**src/rtl/axi_lite_pkg.sv**
```systemverilog
// Shared definitions for the AXI4-Lite master port: FSM states, BRESP codes
// and default bus widths.
package axi_lite_pkg;

    localparam int DEFAULT_ADDR_W = 32;
    localparam int DEFAULT_DATA_W = 32;

    localparam logic [1:0] BRESP_OKAY   = 2'b00;
    localparam logic [1:0] BRESP_SLVERR = 2'b10;
    localparam logic [1:0] BRESP_DECERR = 2'b11;

    typedef enum logic [2:0] {
        ST_IDLE,
        ST_RD_ADDR,
        ST_RD_DATA,
        ST_WR_REQ,
        ST_WR_RESP,
        ST_RESP
    } state_e;

endpackage

```
**src/rtl/axi_lite_master_port_if.sv**
```systemverilog
// AXI4-Lite channel bundle (ar/r, aw/w/b; no rresp) with initiator and
// responder views.
interface axi_lite_master_port_if
    import axi_lite_pkg::*;
#(
    parameter int ADDR_W = DEFAULT_ADDR_W,
    parameter int DATA_W = DEFAULT_DATA_W
);

    logic [ADDR_W-1:0]   araddr;
    logic                arvalid;
    logic                arready;
    logic [DATA_W-1:0]   rdata;
    logic                rvalid;
    logic                rready;
    logic [ADDR_W-1:0]   awaddr;
    logic                awvalid;
    logic                awready;
    logic [DATA_W-1:0]   wdata;
    logic [DATA_W/8-1:0] wstrb;
    logic                wvalid;
    logic                wready;
    logic [1:0]          bresp;
    logic                bvalid;
    logic                bready;

    modport master (
        output araddr, arvalid, input  arready,
        input  rdata,  rvalid,  output rready,
        output awaddr, awvalid, input  awready,
        output wdata,  wstrb,   wvalid, input wready,
        input  bresp,  bvalid,  output bready
    );

    modport slave (
        input  araddr, arvalid, output arready,
        output rdata,  rvalid,  input  rready,
        input  awaddr, awvalid, output awready,
        input  wdata,  wstrb,   wvalid, output wready,
        output bresp,  bvalid,  input  bready
    );

endinterface

```
**src/rtl/axi_lite_wr_issue.sv**
```systemverilog
// Issues AW and W together and retires each independently; both_done_o fires
// in the cycle the second of the two handshakes completes.
module axi_lite_wr_issue
    import axi_lite_pkg::*;
(
    input  logic clk,
    input  logic rst,
    input  logic active_i,
    input  logic awready_i,
    input  logic wready_i,
    output logic awvalid_o,
    output logic wvalid_o,
    output logic both_done_o
);

    logic aw_done_q, aw_done_d;
    logic w_done_q,  w_done_d;
    logic aw_hs, w_hs;

    // Valids come straight from registered state, so they never depend on ready.
    assign awvalid_o   = active_i & ~aw_done_q;
    assign wvalid_o    = active_i & ~w_done_q;
    assign aw_hs       = awvalid_o & awready_i;
    assign w_hs        = wvalid_o & wready_i;
    assign both_done_o = active_i & (aw_done_q | aw_hs) & (w_done_q | w_hs);

    always_comb begin
        aw_done_d = aw_done_q;
        w_done_d  = w_done_q;
        if (both_done_o) begin
            aw_done_d = 1'b0;
            w_done_d  = 1'b0;
        end else begin
            if (aw_hs) aw_done_d = 1'b1;
            if (w_hs)  w_done_d  = 1'b1;
        end
    end

    always_ff @(posedge clk or posedge rst) begin
        if (rst) begin
            aw_done_q <= 1'b0;
            w_done_q  <= 1'b0;
        end else begin
            aw_done_q <= aw_done_d;
            w_done_q  <= w_done_d;
        end
    end

endmodule

```
**src/rtl/axi_lite_master_port.sv**
```systemverilog
// Single-outstanding AXI4-Lite initiator: turns one CPU request at a time into
// an AR/R read or an AW/W/B write and returns a single response.
module axi_lite_master_port
    import axi_lite_pkg::*;
#(
    parameter int ADDR_W = DEFAULT_ADDR_W,
    parameter int DATA_W = DEFAULT_DATA_W
) (
    input  logic                   clk,
    input  logic                   rst,
    input  logic                   req_valid_i,
    output logic                   req_ready_o,
    input  logic                   req_we_i,
    input  logic [ADDR_W-1:0]      req_addr_i,
    input  logic [DATA_W-1:0]      req_wdata_i,
    input  logic [DATA_W/8-1:0]    req_wstrb_i,
    output logic                   resp_valid_o,
    input  logic                   resp_ready_i,
    output logic [DATA_W-1:0]      resp_rdata_o,
    output logic                   resp_err_o,
    axi_lite_master_port_if.master axi
);

    localparam int STRB_W = DATA_W / 8;

    state_e              state_q, state_d;
    logic [ADDR_W-1:0]   addr_q,  addr_d;
    logic [DATA_W-1:0]   wdata_q, wdata_d;
    logic [STRB_W-1:0]   wstrb_q, wstrb_d;
    logic [DATA_W-1:0]   rdata_q, rdata_d;
    logic                err_q,   err_d;
    logic                both_done;

    axi_lite_wr_issue u_wr_issue (
        .clk         (clk),
        .rst         (rst),
        .active_i    (state_q == ST_WR_REQ),
        .awready_i   (axi.awready),
        .wready_i    (axi.wready),
        .awvalid_o   (axi.awvalid),
        .wvalid_o    (axi.wvalid),
        .both_done_o (both_done)
    );

    // Every handshake output decodes the state register alone, so reset drops
    // them immediately and no ready ever feeds back into a valid.
    assign req_ready_o  = (state_q == ST_IDLE);
    assign axi.arvalid  = (state_q == ST_RD_ADDR);
    assign axi.rready   = (state_q == ST_RD_DATA);
    assign axi.bready   = (state_q == ST_WR_RESP);
    assign resp_valid_o = (state_q == ST_RESP);

    assign axi.araddr   = addr_q;
    assign axi.awaddr   = addr_q;
    assign axi.wdata    = wdata_q;
    assign axi.wstrb    = wstrb_q;
    assign resp_rdata_o = rdata_q;
    assign resp_err_o   = err_q;

    always_comb begin
        // NOTE: every variable gets its hold value first so no path infers a latch.
        state_d = state_q;
        addr_d  = addr_q;
        wdata_d = wdata_q;
        wstrb_d = wstrb_q;
        rdata_d = rdata_q;
        err_d   = err_q;

        case (state_q)
            ST_IDLE: begin
                if (req_valid_i) begin
                    addr_d  = req_addr_i;
                    wdata_d = req_wdata_i;
                    wstrb_d = req_wstrb_i;
                    state_d = req_we_i ? ST_WR_REQ : ST_RD_ADDR;
                end
            end
            ST_RD_ADDR: begin
                if (axi.arready) state_d = ST_RD_DATA;
            end
            ST_RD_DATA: begin
                if (axi.rvalid) begin
                    rdata_d = axi.rdata;
                    err_d   = 1'b0;
                    state_d = ST_RESP;
                end
            end
            ST_WR_REQ: begin
                if (both_done) state_d = ST_WR_RESP;
            end
            ST_WR_RESP: begin
                if (axi.bvalid) begin
                    rdata_d = '0;
                    err_d   = (axi.bresp != BRESP_OKAY);
                    state_d = ST_RESP;
                end
            end
            ST_RESP: begin
                // Back to IDLE only; the next request waits one cycle.
                if (resp_ready_i) state_d = ST_IDLE;
            end
            default: state_d = ST_IDLE;
        endcase
    end

    always_ff @(posedge clk or posedge rst) begin
        if (rst) begin
            state_q <= ST_IDLE;
            addr_q  <= '0;
            wdata_q <= '0;
            wstrb_q <= '0;
            rdata_q <= '0;
            err_q   <= 1'b0;
        end else begin
            // NOTE: non-blocking so every register updates from the same pre-edge values.
            state_q <= state_d;
            addr_q  <= addr_d;
            wdata_q <= wdata_d;
            wstrb_q <= wstrb_d;
            rdata_q <= rdata_d;
            err_q   <= err_d;
        end
    end

endmodule

```
**src/flat_wrapper.sv**
```systemverilog
// flat-port wrapper written by rule: the top's interface ports become plain ports
module axi_lite_master_port_flat import axi_lite_pkg::*;
#(
    parameter int ADDR_W = DEFAULT_ADDR_W,
    parameter int DATA_W = DEFAULT_DATA_W
)
  (clk, rst, req_valid_i, req_ready_o, req_we_i, req_addr_i, req_wdata_i, req_wstrb_i, resp_valid_o, resp_ready_i, resp_rdata_o, resp_err_o, axi_araddr, axi_arvalid, axi_arready, axi_rdata, axi_rvalid, axi_rready, axi_awaddr, axi_awvalid, axi_awready, axi_wdata, axi_wstrb, axi_wvalid, axi_wready, axi_bresp, axi_bvalid, axi_bready);
  axi_lite_master_port_if #(.ADDR_W(ADDR_W), .DATA_W(DATA_W)) axi_i ();
  input  logic clk;
  input  logic rst;
  input  logic req_valid_i;
  output logic req_ready_o;
  input  logic req_we_i;
  input  logic [ADDR_W-1:0] req_addr_i;
  input  logic [DATA_W-1:0] req_wdata_i;
  input  logic [DATA_W/8-1:0] req_wstrb_i;
  output logic resp_valid_o;
  input  logic resp_ready_i;
  output logic [DATA_W-1:0] resp_rdata_o;
  output logic resp_err_o;
  output wire logic [$bits(axi_i.araddr)-1:0] axi_araddr;
  output wire logic [$bits(axi_i.arvalid)-1:0] axi_arvalid;
  input wire logic [$bits(axi_i.arready)-1:0] axi_arready;
  input wire logic [$bits(axi_i.rdata)-1:0] axi_rdata;
  input wire logic [$bits(axi_i.rvalid)-1:0] axi_rvalid;
  output wire logic [$bits(axi_i.rready)-1:0] axi_rready;
  output wire logic [$bits(axi_i.awaddr)-1:0] axi_awaddr;
  output wire logic [$bits(axi_i.awvalid)-1:0] axi_awvalid;
  input wire logic [$bits(axi_i.awready)-1:0] axi_awready;
  output wire logic [$bits(axi_i.wdata)-1:0] axi_wdata;
  output wire logic [$bits(axi_i.wstrb)-1:0] axi_wstrb;
  output wire logic [$bits(axi_i.wvalid)-1:0] axi_wvalid;
  input wire logic [$bits(axi_i.wready)-1:0] axi_wready;
  input wire logic [$bits(axi_i.bresp)-1:0] axi_bresp;
  input wire logic [$bits(axi_i.bvalid)-1:0] axi_bvalid;
  output wire logic [$bits(axi_i.bready)-1:0] axi_bready;
  assign axi_araddr = axi_i.araddr;
  assign axi_arvalid = axi_i.arvalid;
  assign axi_i.arready = axi_arready;
  assign axi_i.rdata = axi_rdata;
  assign axi_i.rvalid = axi_rvalid;
  assign axi_rready = axi_i.rready;
  assign axi_awaddr = axi_i.awaddr;
  assign axi_awvalid = axi_i.awvalid;
  assign axi_i.awready = axi_awready;
  assign axi_wdata = axi_i.wdata;
  assign axi_wstrb = axi_i.wstrb;
  assign axi_wvalid = axi_i.wvalid;
  assign axi_i.wready = axi_wready;
  assign axi_i.bresp = axi_bresp;
  assign axi_i.bvalid = axi_bvalid;
  assign axi_bready = axi_i.bready;
  axi_lite_master_port #(.ADDR_W(ADDR_W), .DATA_W(DATA_W)) u_core (.clk(clk), .rst(rst), .req_valid_i(req_valid_i), .req_ready_o(req_ready_o), .req_we_i(req_we_i), .req_addr_i(req_addr_i), .req_wdata_i(req_wdata_i), .req_wstrb_i(req_wstrb_i), .resp_valid_o(resp_valid_o), .resp_ready_i(resp_ready_i), .resp_rdata_o(resp_rdata_o), .resp_err_o(resp_err_o), .axi(axi_i));
endmodule
```
**config.mk**
```make
export PLATFORM = sky130hd
export DESIGN_NAME = axi_lite_master_port_flat
export DESIGN_NICKNAME = d
export VERILOG_FILES = /design/src/rtl/axi_lite_pkg.sv /design/src/rtl/axi_lite_master_port_if.sv /design/src/rtl/axi_lite_wr_issue.sv /design/src/rtl/axi_lite_master_port.sv /design/src/flat_wrapper.sv
export SDC_FILE = /design/constraint.sdc
export NUM_CORES = 1
export LEC_CHECK = 0
export ABC_AREA = 1
export BUFFER_PORTS_ARGS = -buffer_cell sky130_fd_sc_hd__buf_2
export CORE_MARGIN = 1
export CORE_UTILIZATION = 25
export DETAILED_ROUTE_END_ITERATION = 6
export PLACE_DENSITY = 0.61
export SYNTH_ARGS = -nofsm -noshare
export SYNTH_HDL_FRONTEND = slang
export SYNTH_SLANG_ARGS = --single-unit
export TNS_END_PERCENT = 1
```
**constraint.sdc**
```tcl
create_clock -name clk -period 3.3 [get_ports clk]
set_clock_uncertainty 0.2 [all_clocks]
set_input_delay 0.33 -clock clk [delete_from_list [all_inputs] [get_ports clk]]
set_output_delay 0.33 -clock clk [all_outputs]
set_load 0.05 [all_outputs]
```
; ---- Yosys cells after proc, flatten, opt, wreduce, memory -nomap -nowiden
; Cells that the tools add are included.
[totals]
register_bits = 106
input_bits = 112
out_inout_bits = 140
wordCells = 55
[op_classes]
n_eq_ne = 11
n_mux = 18
bitwise = 10
n_reduce_logical = 8
[ops]
columns = op, count
row1 = 32-bit two-way mux, 2
row2 = 32-bit one-hot mux with 2 select lines, 1
row3 = 3-bit two-way mux, 6
row4 = 3-bit one-hot mux with 6 select lines, 1
row5 = 2-bit nonzero test, 4
row6 = 1-bit AND, 6
row7 = "3-bit by 2-bit equality test with 1-bit output, second input constant", 2
row8 = "3-bit equality test, second input constant", 2
row9 = 1-bit two-way mux, 6
row10 = "2-bit by 1-bit inequality test with 1-bit output, second input constant", 3
row11 = "2-bit inequality test, second input constant", 3
row12 = 6-bit AND reduction, 1
row13 = "3-bit by 1-bit equality test with 1-bit output, second input constant", 1
row14 = 3-bit logical NOT, 1
row15 = 3-bit AND reduction, 1
row16 = 2-bit two-way mux, 1
row17 = 1-bit inverter, 2
row18 = 1-bit bitwise OR, 2
row19 = 1-bit one-hot mux with 2 select lines, 1
row20 = 2-bit AND reduction, 1

; ---- Depth between registers and ports, before layout
; Gate-level depths: netlist of run 1.
[depth]
word_depth = 8
depth_mapped = 8

; ---- By module
; A second synthesis of run 1 with hierarchy kept.
[hier_totals]
cells_unflattened = 538
area_unflattened_um2 = 4785.8
[modules_own_cells]
columns = mod, instances, cells_each, area_per_inst_um2
row1 = axi_lite_master_port, 1, 522, 4672.0
row2 = axi_lite_wr_issue, 1, 16, 113.9

; ---- Worst setup path before layout of run 1
; Ideal clock, no wire load.
[synth_timing]
path_kind = flip-flop to output port
from = reg u_core.state_q[0]
to = out resp_valid_o
arrival_time_ps = 1746
t_required_ps = 2770
path_slack_ps = 1024
path_stages_with_launch = 4
cell_sequence = dfrtp_1 -> buf_2 -> inv_2 -> nor3_1
[synth_via]
elab_chain_cells = 1
[synth_rtl]
columns = element, line
row1 = from (decl), axi_lite_master_port.sv:26  ; state_e state_q, state_d;
row2 = from (signal assigned), axi_lite_master_port.sv:116  ; state_q <= state_d;
row3 = 3-bit equality test, axi_lite_master_port.sv:51  ; assign resp_valid_o = (state_q == ST_RESP);
row4 = to (decl), flat_wrapper.sv:17  ; output logic resp_valid_o;
; No other way between the ends.

; ---- Worst setup path after layout of run 1
[layout_timing]
from = reg u_core.state_q[1]
to = out req_ready_o
[layout_via]
elab_chain_cells = 1
[layout_rtl]
columns = element, line
row1 = 3-bit logical NOT, axi_lite_master_port.sv:47  ; assign req_ready_o = (state_q == ST_IDLE);
row2 = to (decl), flat_wrapper.sv:12  ; output logic req_ready_o;
; No other way between the ends.

==> impl_metrics.tcl, run 1 <==
set metrics [dict create \
    viasPerCell 4.31 \
    syn_area_per_cell_um2 8.74 \
    core_area_um2 18100 \
    routed_wl_um 13700 \
    firstDrtPassIters 7 \
    synth_area_leaders "dfrtp_1 57%, nand2_1 12%, nand3_1 12%" \
    drtIter0Drc 172 \
    port_buffers 251 \
    vias 4437 \
    post-route-min-period_ns 2.54 \
    antenna_found_initial 0 \
    syn_area_um2 4670 \
    fmax_mhz 394 \
    maxSlewHeadroom_pct 56.2 \
    synth.top_cell.area_share_pct 56.8 \
    pin_count 252 \
    critPathMaxFanout 48 \
    cts_htree_levels 3 \
    crit_path_start_kind "register" \
    crit_path_end_kind "primary output" \
    clockBufferDepth 2 \
    post-route-drc-count 20 \
    finalHoldViolCount 0 \
    cts_sinks 106 \
    antenna_left 0 \
    gp_congestion 0.789 \
    worst_hold_path_type "in -> reg" \
    multi_input_area_um2 1410 \
    setup_violations 0 \
    track_usage_pct 14.6 \
    grt_max_degree 56 \
    report.final.slew_viol_count 0 \
    crit_required_ns 2.77 \
    regArea_um2 2650 \
    power_density_nw_per_um2 1190 \
    antenna_cells 0 \
    clk_pin_slew_ns 0.07 \
    fin_crit_sh_pct 77.0 \
    stdcell_area_um2 6700 \
    syn2layout_area_growth_pct 43.3 \
    numCtsBuffers 9 \
    die_w_um 139 \
    synth_cells 535 \
    synth_area_leader_cell "dfrtp_1" \
    synth-seq-cells 106 \
    rsz0062_at_grt "no" \
    fin_nets 908 \
    grt_pass1_vias 4416 \
    hold_buffers 54 \
    worst_pin_slew_ns 0.657 \
    row_count 49 \
    vdd_drop_max_uv 572 \
    grt_overflow 0 \
    crit_arrival_ns 2.01 \
    wl_per_cell_um 13.3 \
    crit_type "reg -> out" \
    p_total_w 0.00798 \
    place_hpwl_um 9240 \
    n_fill_cell 1893 \
    cts_tree "done" \
    status "complete, but fails checks" \
    tns_ns 0 \
    drive_gt1_share_pct 35.8 \
    placed_cell_area_um2 5880 \
    start_util_pct 25.8 \
    grt_pass1_wl_um 22500 \
    cts_resized 0 \
    p_leak_nw 3.77 \
    die-area_um2 19200 \
    synth_cell_type_count 23 \
    violations "DRC" \
    seq_area_frac_synth_pct 56.8 \
    die_h_um 139 \
    worstSkewPairLatency_ns 0.35 \
    yosys_warnings 0 \
    post_cts_buffers 0 \
    drv_cap 0 \
    root_buffer "clkbuf_16" \
    syn_nets 647 \
]
worst paths after layout:
kind / start / to / slack [ns] / depth (start not counted)
min reg2reg: u_core.axi.wstrb[3] / u_core.axi.wstrb[3] / 0.26 / 2
max: u_core.state_q[1] / req_ready_o / 0.76 / 5
max reg2reg: u_core.state_q[1] / u_core.axi.wdata[1] / 1.19 / 7
max in group asynchronous: rst / u_core.axi.araddr[19] / 1.73 / 4
min: req_wdata_i[4] / u_core.axi.wdata[4] / 0.02 / 3
min in group asynchronous: rst / u_core.axi.wdata[11] / 0.38 / 3
critical path, cell delays in order, from the launching register on:
cell,delay [ns]
dfrtp_1,0.46
nor2_2,0.18
inv_2,0.07
nor2_4,0.09
buf_4,0.42
buf_2,0.36
synthesized netlist by cell type, drive strengths merged:
master    n
clkbuf    9
o22ai     1
nor3      1
a21oi     4
dfrtp   106
nand3b    1
nand4     3
o21a      1
nor2     11
buf      56
nand3   109
inv      50
o21ai    34
nand2   149
area by class of cell:
type                       instances  share of cell area [%]
timing repair buffer             315                    28.1
sequential                       106                    39.6
tap                              229                    4.28
clock inverter                     7                   0.747
clock buffer                       9                    3.36
inverter                          50                    2.86
multi-input combinational        314                    21.0
state kept, by name, summed over array words and instances (netlist names):
name and count:
u_core.axi.araddr 32, u_core.state_q 3, u_core.axi.wstrb 4, u_core.u_wr_issue.aw_done_q 1, u_core.resp_rdata_o 32, u_core.axi.wdata 32
u_core.u_wr_issue.w_done_q 1, u_core.resp_err_o 1
report_power, final:
part	switching (W)	internal, W
Combinational	0.00374	0.000974
Sequential	0.000378	0.00185
Clock	0.000511	0.000518
Total	0.00463	0.00334
cells in the final DEF (no fill, tap or decap):
master and count:
clkinv_2 3, nor2_2 2, nand2_1 148, nand3b_1 1
nor2_4 2, buf_4 9, nand2_2 1, inv_6 3
dfrtp_1 106, nor3_1 1, nand3_1 109, inv_1 46
inv_2 3, o22ai_1 1, o21a_1 1, dlygate4sd3_1 54
a21oi_2 1, o21ai_1 8, o21ai_0 26, clkinv_4 1
buf_2 251, a21oi_1 3, nand4_1 3, clkbuf_16 9
buf_12 1, clkinvlp_4 1, nor2_1 7
logic make-up after synthesis:
group                  Yosys count  share of synthesized area, %
and+or+nand+nor                274                          25.7
AOI/OAI and AO/OA               40                          4.44
buffers and inverters          115                          13.1
DFF                            106                          56.8
metal layers:
layer | GRT usage (%) | share of wire, %
met5 | 0 | 0
met4 | 4.97 | 1.6
met3 | 3.56 | 6.0
met2 | 25.5 | 49
met1 | 17.6 | 43
per-stage QoR:
| step | cells | setup WS, ns | hold WS, ns | util, % |
|---|---|---|---|---|
| global route | 1030 | 0.616 | 0.00842 | 36.9 |
| floorplan | 535 | 1.02 | 0.275 | - |
| detailed placement | 960 | 1.13 | 0.225 | 32.4 |
| CTS | 1030 | 0.737 | 0.000136 | 36.9 |
| global placement | 960 | 1.14 | 0.223 | 32.4 |
| finish | 1030 | 0.759 | 0.0166 | 36.9 |
Power figures use the tool's default switching activity.
==> run 2: changes to the inputs <==
- ABC_AREA: 1 -> 0
- PLACE_DENSITY: 0.61 -> 0.59
- clock period: 3.3 -> 2.5 ns (I/O delays scaled with it)
==> run 2 against run 1 <==
The flow now finishes without violations. Sequential cell count stayed put. Non-clock buffer count up 44. Register-to-register slack lost 0.79 ns. Via count shrank 19%. Core utilization rose by 3.7 points. Final area is 4.9% higher. Hold slack gained 0.055 ns. Critical path depth shrank 2. Area after synthesis down 5.0%. Clock-buffer cell count rose by 1. Final cell count fell by 18%. Largest cell class unchanged.
==> impl_metrics.tcl, run 2 <==
set metrics [dict create \
    clockBufferDepth 2 \
    post-route-drc-count 0 \
    yosys_warnings 0 \
    final_cells 849 \
    drive_gt1_share_pct 55.4 \
    syn_area_um2 4440 \
    r2r-end "u_core.resp_rdata_o[15]" \
    start_util_pct 25.7 \
    worst_hold_path_type "in -> reg" \
    synth_cells 300 \
    rrSetupSlack_ns 0.40 \
    stdcell_area_um2 7020 \
    final_common_cell "buf_2" \
    antenna_cells 0 \
    final_cell_mix "251 x buf_2, 106 x dfrtp_1, 103 x dlygate4sd3_1" \
    cts_tree "done" \
    die_w_um 135 \
    die-area_um2 18300 \
    die_h_um 135 \
    grt_pass1_vias 3680 \
    drtIter0Drc 95 \
    crit_path_start_kind "register" \
    track_usage_pct 12.8 \
    antenna_found_initial 0 \
    vias 3595 \
    crit_path_end_kind "primary output" \
    status "finished, final reports clean" \
    firstDrtPassIters 5 \
    crit_buf_inv 2 \
    synth_area_leaders "dfrtp_1 60%, mux2_2 13%, mux2_4 6.8%" \
    worstSkewPairLatency_ns 0.35 \
    tns_ns 0 \
    report.final.slew_viol_count 0 \
    hold_buffers 103 \
    numCtsBuffers 9 \
    syn_area_per_cell_um2 14.8 \
    place_hpwl_um 7660 \
    critPathMaxFanout 11 \
    drv_cap 0 \
    antenna_left 0 \
    pin_count 252 \
    crit_arrival_ns 1.73 \
    synth_cell_type_count 29 \
    viasPerCell 4.23 \
    regArea_um2 2650 \
    root_buffer "clkbuf_16" \
    multi_input_area_um2 1410 \
    cts_htree_levels 3 \
    grt_pass1_wl_um 18100 \
    cts_resized 0 \
    crit_type "reg -> out" \
    fmax_mhz 458 \
    post-route-min-period_ns 2.18 \
    gp_congestion 0.786 \
    yosysMostFrequentCell "dfrtp_1" \
    row_count 48 \
    placed_cell_area_um2 5700 \
    ys.flop_type "dfrtp_1" \
    maxSlewHeadroom_pct 32.1 \
    place_inst 732 \
    async_reset_ff_share_pct 100 \
    crit_required_ns 2.05 \
    syn2layout_area_growth_pct 58.2 \
    routed_wl_um 11800 \
    cp-endpoint "axi_bready" \
    seq_area_frac_synth_pct 59.8 \
    post_cts_buffers 0 \
    wl_per_cell_um 13.9 \
    setup_violations 0 \
    synth_edf_count 0 \
    finalHoldViolCount 0 \
    max_stage_delay_ns 0.55 \
    startpoint "u_core.state_q[2]" \
    rr_worst_depth 3 \
    cts_sinks 106 \
    yosys-top-cells-count "106 x dfrtp_1, 50 x mux2_2, 36 x buf_4" \
    r2r-start "u_core.state_q[2]" \
    cp.depth 3 \
    critPathSlowestCell "dfrtp_1" \
    synth.top_cell.area_share_pct 59.8 \
    syn_nets 412 \
    path_cells "or3b_2, inv_1, buf_2" \
    grt_overflow 0 \
    port_buffers 251 \
    synth-seq-cells 106 \
    fin_nets 733 \
    core_area_um2 17300 \
    synth_area_leader_cell "dfrtp_1" \
    n_fill_cell 1607 \
    rsz0062_at_grt "no" \
    cp_top_family "flip-flops" \
    pre_cts_ws_ns 0.364 \
    clk_pin_slew_ns 0.07 \
    worst_pin_slew_ns 1.02 \
    setup_ws_ns 0.317 \
    fin_crit_sh_pct 87.3 \
    grt_max_degree 107 \
]
==> run 2: cell families (layout without fill, tap and decap cells) <==
family                 after synthesis  count (layout)  synth area share, %
DFF                                106             106                 59.8
muxes                               71              71                 19.7
buffers and inverters               54             378                 8.60
AOI/OAI and AO/OA                   47              47                 8.79
and+or+nand+nor                     22              22                 3.18
==> run 2: worst min-delay path by stage <==
stage,startpoint,end,slack [ns],cells past startpoint
after floorplan,axi_rdata[0],u_core.resp_rdata_o[0],0.19,1
after global placement,rst,u_core.u_wr_issue.aw_done_q,0.26,3
after detailed placement,rst,u_core.axi.wdata[19],0.27,3
after CTS,axi_bresp[0],u_core.resp_err_o,0.04,3
after global routing,axi_bresp[0],u_core.resp_err_o,0.07,3
final,axi_bresp[0],u_core.resp_err_o,0.07,3
==> run 2: metrics by stage <==
step                util [%]  hold WS (ns)
floorplan                  -         0.190
global placement        32.9         0.257
detailed placement      32.9         0.268
CTS                     40.6        0.0361
global route            40.6        0.0685
finish                  40.6        0.0713
==> run 2: worst min-delay path, delay by kind of cell <==
| kind | cells | cell delay [ns] |
|---|---|---|
| buffers and inverters | 1 | 0.11 |
| AO/OA/AOI/OAI | 2 | 0.20 |
==> run 2: area by class of cell <==
class / instances / share of cell area (%)
Timing Repair Buffer: 359 / 33.6
Multi-Input combinational cell: 140 / 20.1
Inverter: 5 / 0.321
Sequential cell: 106 / 37.8
Tap cell: 225 / 4.01
Clock buffer: 10 / 3.40
Clock inverter: 4 / 0.766
==> run 2: per-layer routing <==
metal	up-vias	GRT usage, %	wire length (um)
met5	-	0	0
met2	175	22.7	6130
met4	0	5.93	320
li1	1670	-	-
met3	27	3.44	754
met1	1723	14.0	4600
Power of run 2 is not shown: default switching activity piles up to over one toggle a cycle in this logic, so the estimate is an artifact.
